[src/rtl/uart_fifo_pkg.sv]
// Shared types and width helpers for the UART transmit FIFO.
package uart_fifo_pkg;

    localparam int DEPTH_DEF = 16;
    localparam int PTR_W     = $clog2(DEPTH_DEF) + 1;

    typedef logic [15:0] stat_cnt_t;

    typedef struct packed {
        logic             full;
        logic             almost_full;
        logic             overflow;
        logic [PTR_W-1:0] count;
    } fifo_status_t;

    function automatic int ptr_w(input int depth);
        return $clog2(depth) + 1;
    endfunction

endpackage

[src/rtl/uart_fifo_mem.sv]
// Circular word store: one synchronous write port, one async read port.
module uart_fifo_mem #(
    parameter int DATA_WIDTH = 8,
    parameter int DEPTH      = 16
) (
    input  logic                     clk,
    input  logic                     wr_en,
    input  logic [$clog2(DEPTH)-1:0] wr_addr,
    input  logic [DATA_WIDTH-1:0]    wr_data,
    input  logic [$clog2(DEPTH)-1:0] rd_addr,
    output logic [DATA_WIDTH-1:0]    rd_data
);

    logic [DATA_WIDTH-1:0] mem [DEPTH];

    always_ff @(posedge clk) begin
        if (wr_en) begin
            mem[wr_addr] <= wr_data;
        end
    end

    assign rd_data = mem[rd_addr];

endmodule

[src/rtl/uart_tx_fifo.sv]
// Show-ahead byte FIFO feeding the UART transmitter handshake.
// Optional pop counter output tx_word_cnt under UART_TX_FIFO_STATS_EN.
module uart_tx_fifo
    import uart_fifo_pkg::*;
#(
    parameter int DATA_WIDTH = 8,
    parameter int DEPTH      = 16,
    parameter int AF_LEVEL   = 12
) (
    input  logic                     clk,
    input  logic                     rst_l,
    input  logic                     flush,
    input  logic                     wr_en,
    input  logic [DATA_WIDTH-1:0]    wr_data,
    output logic                     full,
    output logic                     almost_full,
    output logic                     overflow,
    output logic [$clog2(DEPTH):0]   count,
    output logic [DATA_WIDTH-1:0]    tx_data,
    output logic                     tx_valid,
`ifdef UART_TX_FIFO_STATS_EN
    output logic [15:0]              tx_word_cnt,
`endif
    input  logic                     tx_ready
);

    localparam int PW = ptr_w(DEPTH);
    localparam int AW = PW - 1;

    if (DEPTH < 2 || (DEPTH & (DEPTH - 1)) != 0) begin : g_bad_depth
        $error("uart_tx_fifo: DEPTH must be a power of two >= 2");
    end
    if (AF_LEVEL < 1 || AF_LEVEL > DEPTH) begin : g_bad_af
        $error("uart_tx_fifo: AF_LEVEL must be in 1..DEPTH");
    end

    logic [PW-1:0] wr_ptr;
    logic [PW-1:0] rd_ptr;
    logic [PW-1:0] wr_ptr_nxt;
    logic [PW-1:0] rd_ptr_nxt;
    logic [PW-1:0] count_nxt;
    logic          wr_acc;
    logic          pop;

    // Registered full gates the write; a pop in the same cycle does not help.
    assign wr_acc   = wr_en && !full;
    assign tx_valid = (count != '0);
    assign pop      = tx_valid && tx_ready;

    always_comb begin
        wr_ptr_nxt = wr_ptr + {{(PW-1){1'b0}}, wr_acc};
        rd_ptr_nxt = rd_ptr + {{(PW-1){1'b0}}, pop};
        count_nxt  = wr_ptr_nxt - rd_ptr_nxt;
    end

    always_ff @(posedge clk or negedge rst_l) begin
        if (!rst_l) begin
            wr_ptr      <= '0;
            rd_ptr      <= '0;
            count       <= '0;
            full        <= 1'b0;
            almost_full <= 1'b0;
            overflow    <= 1'b0;
        end else if (flush) begin
            wr_ptr      <= '0;
            rd_ptr      <= '0;
            count       <= '0;
            full        <= 1'b0;
            almost_full <= 1'b0;
            overflow    <= 1'b0;
        end else begin
            wr_ptr      <= wr_ptr_nxt;
            rd_ptr      <= rd_ptr_nxt;
            count       <= count_nxt;
            full        <= (count_nxt == PW'(DEPTH));
            almost_full <= (count_nxt >= PW'(AF_LEVEL));
            overflow    <= overflow | (wr_en & full);
        end
    end

    uart_fifo_mem #(
        .DATA_WIDTH (DATA_WIDTH),
        .DEPTH      (DEPTH)
    ) u_mem (
        .clk     (clk),
        .wr_en   (wr_acc && !flush),
        .wr_addr (wr_ptr[AW-1:0]),
        .wr_data (wr_data),
        .rd_addr (rd_ptr[AW-1:0]),
        .rd_data (tx_data)
    );

`ifdef UART_TX_FIFO_STATS_EN
    stat_cnt_t word_cnt;

    always_ff @(posedge clk or negedge rst_l) begin
        if (!rst_l) begin
            word_cnt <= '0;
        end else if (flush) begin
            word_cnt <= '0;
        end else if (pop && word_cnt != '1) begin
            word_cnt <= word_cnt + 16'd1;
        end
    end

    assign tx_word_cnt = word_cnt;
`endif

endmodule

[config.mk]
export PLATFORM = sky130hd
export DESIGN_NAME = uart_tx_fifo
export DESIGN_NICKNAME = d
export VERILOG_FILES = /design/src/rtl/uart_fifo_pkg.sv /design/src/rtl/uart_fifo_mem.sv /design/src/rtl/uart_tx_fifo.sv
export SDC_FILE = /design/constraint.sdc
export NUM_CORES = 1
export LEC_CHECK = 0
export BUFFER_PORTS_ARGS = -buffer_cell sky130_fd_sc_hd__buf_2
export CORE_AREA = 8 8 131 133
export DETAILED_ROUTE_END_ITERATION = 8
export DIE_AREA = 0 0 139 141
export HOLD_SLACK_MARGIN = 0.12
export MAX_ROUTING_LAYER = met4
export PLACE_DENSITY = 0.61
export SLEW_MARGIN = 20
export SYNTH_ARGS = -nofsm -noshare
export SYNTH_HDL_FRONTEND = slang
export SYNTH_HIERARCHICAL = 1
export SYNTH_SLANG_ARGS = --single-unit
[constraint.sdc]
create_clock -name clk -period 2.34 [get_ports clk]
set_input_delay 0.117 -clock clk [delete_from_list [all_inputs] [get_ports clk]]
set_output_delay 0.117 -clock clk [all_outputs]
set_load 0.005 [all_outputs]
==> results of run 1 <==
## final timing paths
path,start,to,cells past startpoint
worst min-delay path,rst_l,full,2
worst max-delay path,count[3],almost_full,12
worst min register to register,wr_ptr[4],wr_ptr[4],2
min in group clk,tx_ready,rd_ptr[0],4
max in group asynchronous,rst_l,rd_ptr[0],2
worst max register to register,count[3],almost_full,12
## sequential cells by signal (all words and copies together), names as in the netlist
signal / flops
wr_ptr: 5
u_mem/mem: 128
rd_ptr: 5
overflow: 1
count: 5
almost_full: 1
full: 1
## layer usage
layer | share of wire (%) | track usage, %
met2 | 50 | 21.4
met1 | 44 | 15.0
met5 | 0 | -
met4 | 0.94 | 3.76
met3 | 4.3 | 3.98
## stage by stage
stage	setup TNS, ns	std cells	setup slack (ns)	power (mW)
final	-0.00943	601	-0.00932	7.12
after CTS	-0.0419	594	-0.0245	6.93
after global placement	-0.0744	546	-0.0452	4.42
after floorplan	-0.0113	307	-0.0113	3.93
after detailed placement	-0.206	546	-0.0936	4.45
after global routing	-0.352	601	-0.113	7.43
## critical path: stages, from the launching register on
cell,delay [ns]
dfrtp_1,0.39
nor3_2,0.17
nand2_1,0.08
and2_4,0.15
ha_4,0.16
ha_4,0.17
xnor2_4,0.16
ha_4,0.23
a21o_1,0.18
a21oi_2,0.16
xnor2_2,0.14
buf_4,0.15
a31oi_4,0.08
## synthesized netlist by cell type
cell             number  area, µm²
and2b_1               1       7.51
nor2b_1               3       18.8
nand3_1               6       30.0
or3b_2                1       8.76
buf_2                 3       15.0
inv_1                 6       22.5
a31oi_1               1       6.26
clkbuf_1              1       3.75
dfrtp_1              18        450
buf_6                 3       33.8
buf_4                 1       7.51
xor2_1                7       61.3
nor2_1               29        109
nand2b_1              3       18.8
and2_1                5       31.3
nand2_1              11       41.3
nor3_1                7       35.0
xnor2_1               3       26.3
nand3b_1              2       15.0
mux4_1               14        368
edfxtp_1            128       3840
mux4_2               18        405
clkdlybuf4s25_2       3       30.0
ha_1                  8        100
nor3b_1               1       7.51
a22oi_1              16        120
a21o_1                2       15.0
fa_1                  1       20.0
and4bb_2              1       12.5
a21oi_1               4       20.0
## kinds of logic (layout without fill, tap and decap cells)
family                     count (synthesis)  count (layout)  synth area share [%]
AOI/OAI and AO/OA                         23              23                  2.74
muxes                                     32              32                  13.1
buffers and inverters                     17             123                  1.91
adders and majority gates                  9               9                  2.04
DFF                                      146             146                  73.0
and+or+nand+nor                           70              70                  5.70
xor gates and xnor gates                  10              10                  1.49
## repair_timing
item | in CTS | in global routing
pin swaps | 13 | 13
hold endpoints to repair | 164 | 0
resized for setup | 7 | 26
hold buffers | 12 | 0
endpoints found under the setup margin | 10 | 11
cloned | 1 | 0
buffers inserted | 3 | 7
## power breakdown
group          internal, mW  switching [mW]
Sequential             2.93          0.0507
Clock                  1.33           0.977
Combinational          1.00           0.827
## area by class of cell
cell class	instances	share of cell area (%)
Tap cell	188	3.17
Multi-Input combinational cell	144	22.7
Clock inverter	12	0.909
Inverter	6	0.337
Timing Repair Buffer	85	9.23
Sequential cell	146	57.8
Clock buffer	20	5.88
==> run summary, run 1 <==
Status -> complete, but fails checks
Violated checks -> setup timing
Fmax -> 0.426 GHz
Synthesized flop and latch total -> 146
Layout Nets -> 422
H-tree depth -> 4
Total track usage -> 12.9%
Final Slew Violations -> 0
Tmin final -> 2.35 ns
Die area -> 19600 µm²
Filler instances -> 1242
Largest net degree at the start of global routing -> 33
Clock Skews -> 0.00793 ns
Slew margin rel. -> 54.9%
Yosys cell types -> 30
Crit-path max FO -> 2
Hold slack final -> 0.171 ns
CP required -> 2.63 ns
Seq/Total Area, Yosys -> 73.0%
Synth Area per Inst -> 19.2 µm²
Cells after Synth -> 307
Post-detail-place hpwl -> 7.58 mm
Sequential cell area -> 4300 µm²
Grt ovf -> 0
Post-route DRC -> 0
Share of layout cells above drive strength 1 -> 36.6%
Commonest non-fill, non-tap cells in the layout -> edfxtp_1, buf_4, buf_2
Mapped Nets -> 329
Peak VDD IR -> 0.000569 V
Layout Utilization -> 49.6%
CTS clk-pin slew, worst paths -> 0.06 ns
N_diodes -> 0
IO Count -> 30
Area of the multi-input gates -> 1690 µm²
Number of vias per cell -> 5.16
Final instance area -> 7430 µm²
First-pass GRT wire length -> 18.4 mm
DR iter-0 viols -> 177
CTS Sinks -> 146
Die Y -> 141 µm
Core area -> 15000 µm²
Worst setup SP type -> flip-flop
RSZ-0062 raised after global routing -> true
Number of global-route vias before repair -> 3294
Initial core utilization -> 39.3%
Leakage -> 2.60 nW
Port Buf Inserts -> 29
Clk buf depth -> 2
GP Congestion -> 0.812
Worst-Margin Slew -> 0.673 ns
Area delta synth->final -> 26.3%
CTS tree -> built
Period utilization -> 100%
Post-DRT Antenna Nets -> 0
Vias -> 3102
DR pass1 iterations -> 4
# Max-Cap Violations -> 0
Worst path arrival time -> 2.64 ns
Row count -> 45
Crit Path Category -> reg -> reg
Power per cell area -> 958 nW/µm²
Reg2reg setup slack -> -0.009 ns
Setup crit end kind -> flip-flop
Final setup fails -> 2
Die Width -> 139 µm
Setup ws final -> -0.00932 ns
Most common cell after layout, fill and taps aside -> edfxtp_1
Wire per inst -> 20.2 µm
Post-DP Area -> 6510 µm²
Final hold vios -> 0
YS warnings -> 6
Clock root cell -> clkbuf_16
Hold Crit Class -> in -> async
CTS buffer count -> 17
WL final -> 12.1 mm
Antenna violations before repair -> 0
Netlist Area Pre-Place -> 5880 µm²
Clk_lat worst skew -> 0.41 ns
No activity file was read; power rests on OpenSTA's default activity.
==> run 2: changes to the inputs <==
CORE_AREA = 2 2 125 127   (was 8 8 131 133)
DIE_AREA = 0 0 127 129   (was 0 0 139 141)
==> run summary, run 2 (synthesized netlist as in run 1, its figures left out) <==
Slew margin rel. -> 67.6% (was 54.9%)
First-pass GRT wire length -> 19.0 mm (was 18.4 mm)
Final Slew Violations -> 0 (unchanged)
Final setup fails -> 3 (was 2)
R2R Path Start -> count[3] (unchanged)
Clock Skews -> 0.00704 ns (was 0.00793 ns)
Grt ovf -> 0 (unchanged)
Number of vias per cell -> 5.20 (was 5.16)
WL final -> 12.1 mm (about the same)
Commonest non-fill, non-tap cells in the layout -> edfxtp_1, buf_4, buf_2 (unchanged)
H-tree depth -> 4 (unchanged)
Worst path arrival time -> 2.71 ns (was 2.64 ns)
Power per cell area -> 1000 nW/µm² (was 958 nW/µm²)
Biggest register -> u_mem/mem (unchanged)
Initial core utilization -> 39.3% (unchanged)
Clk_lat worst skew -> 0.41 ns (about the same)
Largest net degree at the start of global routing -> 33 (unchanged)
Crit-path max FO -> 2 (unchanged)
Setup crit end kind -> flip-flop (unchanged)
Vias -> 3117 (was 3102)
Period utilization -> 103% (was 100%)
Clock root cell -> clkbuf_16 (unchanged)
Post-detail-place hpwl -> 7.54 mm (was 7.58 mm)
Final instance area -> 7420 µm² (was 7430 µm²)
Post-DP Area -> 6490 µm² (was 6510 µm²)
Total track usage -> 16.7% (was 12.9%)
Number of global-route vias before repair -> 3257 (was 3294)
R2R cell count -> 11 (was 12)
Worst-Margin Slew -> 0.486 ns (was 0.673 ns)
GP Congestion -> 0.775 (was 0.812)
Core area -> 15000 µm² (unchanged)
IO Count -> 30 (unchanged)
Die Y -> 129 µm (was 141 µm)
Reg2reg setup slack -> -0.07 ns (was -0.009 ns)
Post-route setup TNS -> -0.145 ns (was -0.00943 ns)
Worst setup SP type -> flip-flop (unchanged)
CP required -> 2.64 ns (was 2.63 ns)
R2r endpoint -> full (was almost_full)
# Max-Cap Violations -> 0 (unchanged)
N_diodes -> 0 (unchanged)
Hold Crit Class -> in -> async (unchanged)
Die Width -> 127 µm (was 139 µm)
Setup ws final -> -0.0654 ns (was -0.00932 ns)
RSZ-0062 raised after global routing -> true (unchanged)
Post-DRT Antenna Nets -> 0 (unchanged)
Port Buf Inserts -> 29 (unchanged)
Violated checks -> setup timing (unchanged)
Most common cell after layout, fill and taps aside -> edfxtp_1 (unchanged)
Fmax -> 0.416 GHz (was 0.426 GHz)
Antenna violations before repair -> 0 (unchanged)
DR pass1 iterations -> 4 (unchanged)
DR iter-0 viols -> 318 (was 177)
Final hold vios -> 0 (unchanged)
Clk buf depth -> 2 (unchanged)
Status -> complete, but fails checks (unchanged)
Area delta synth->final -> 26.0% (was 26.3%)
Crit Path Category -> reg -> reg (unchanged)
Hold slack final -> 0.166 ns (was 0.171 ns)
CTS Sinks -> 146 (unchanged)
Post-route DRC -> 0 (unchanged)
Peak VDD IR -> 0.000581 V (was 0.000569 V)
Layout Nets -> 420 (was 422)
CTS tree -> built (unchanged)
Leakage -> 2.63 nW (was 2.60 nW)
Die area -> 16400 µm² (was 19600 µm²)
CTS clk-pin slew, worst paths -> 0.06 ns (about the same)
Tmin final -> 2.41 ns (was 2.35 ns)
Wire per inst -> 20.2 µm (about the same)
Row count -> 45 (unchanged)
Share of layout cells above drive strength 1 -> 33.6% (was 36.6%)
CTS buffer count -> 17 (unchanged)
Max FFs per register -> 128 (unchanged)
[run 2: area by class of cell]
cell class / count / area, µm²
flip-flops and latches: 146 / 4300
well taps: 188 / 235
multi-input cells: 144 / 1620
fillers: 1248 / 7560
repair buffers: 83 / 642
inverters: 6 / 25.0
clock inverters: 13 / 166
clock buffers: 19 / 433
[run 2: through the flow]
step / cells / setup WS, ns / power, mW / utilization, %
2_1_floorplan: 307 / -0.0113 / 3.93 / -
3_3_place_gp: 544 / -0.0436 / 4.40 / 43.4
3_5_place_dp: 544 / -0.110 / 4.42 / 43.4
4_1_cts: 595 / -0.0467 / 7.35 / 49.0
5_1_grt: 599 / -0.229 / 7.77 / 49.5
6_report: 599 / -0.0654 / 7.42 / 49.5
[run 2: worst max-delay path by stage]
stage                   to  slack (ns)     start
6_report              full       -0.07  count[3]
5_1_grt        almost_full       -0.23  count[3]
4_1_cts               full       -0.05  count[1]
3_5_place_dp          full       -0.11  count[3]
3_3_place_gp          full       -0.04  count[3]
2_1_floorplan         full       -0.01  count[3]
[run 2: per-layer routing]
metal	wire [µm]	track usage, %	vias up
li1	-	-	1411
met2	6060	25.8	90
met5	0	-	-
met3	576	4.37	15
met4	199	6.21	0
met1	5270	21.5	1601
[run 2: critical path, cell delays in order (launching register included)]
cell,delay (ns)
dfrtp_1,0.39
nor3_2,0.19
nand2_1,0.09
and2_4,0.15
ha_4,0.16
ha_4,0.17
xnor2_4,0.19
ha_4,0.24
a21o_1,0.16
a21oi_2,0.16
xnor2_2,0.13
and4bb_2,0.25
[run 2: what timing repair did]
item | CTS | global route
setup buffers | 6 | 4
gates resized for setup | 7 | 10
gates cloned | 1 | 0
hold buffers | 12 | 0
endpoints found under the hold margin | 164 | 0
endpoints found under the setup margin | 8 | 13
pin swaps | 14 | 16
[run 2: power breakdown]
group          total [mW]  switching (mW)  internal (mW)
Sequential           2.98          0.0542           2.93
Clock                2.73           0.963           1.76
Combinational        1.72           0.765          0.950
Total                7.42            1.78           5.64
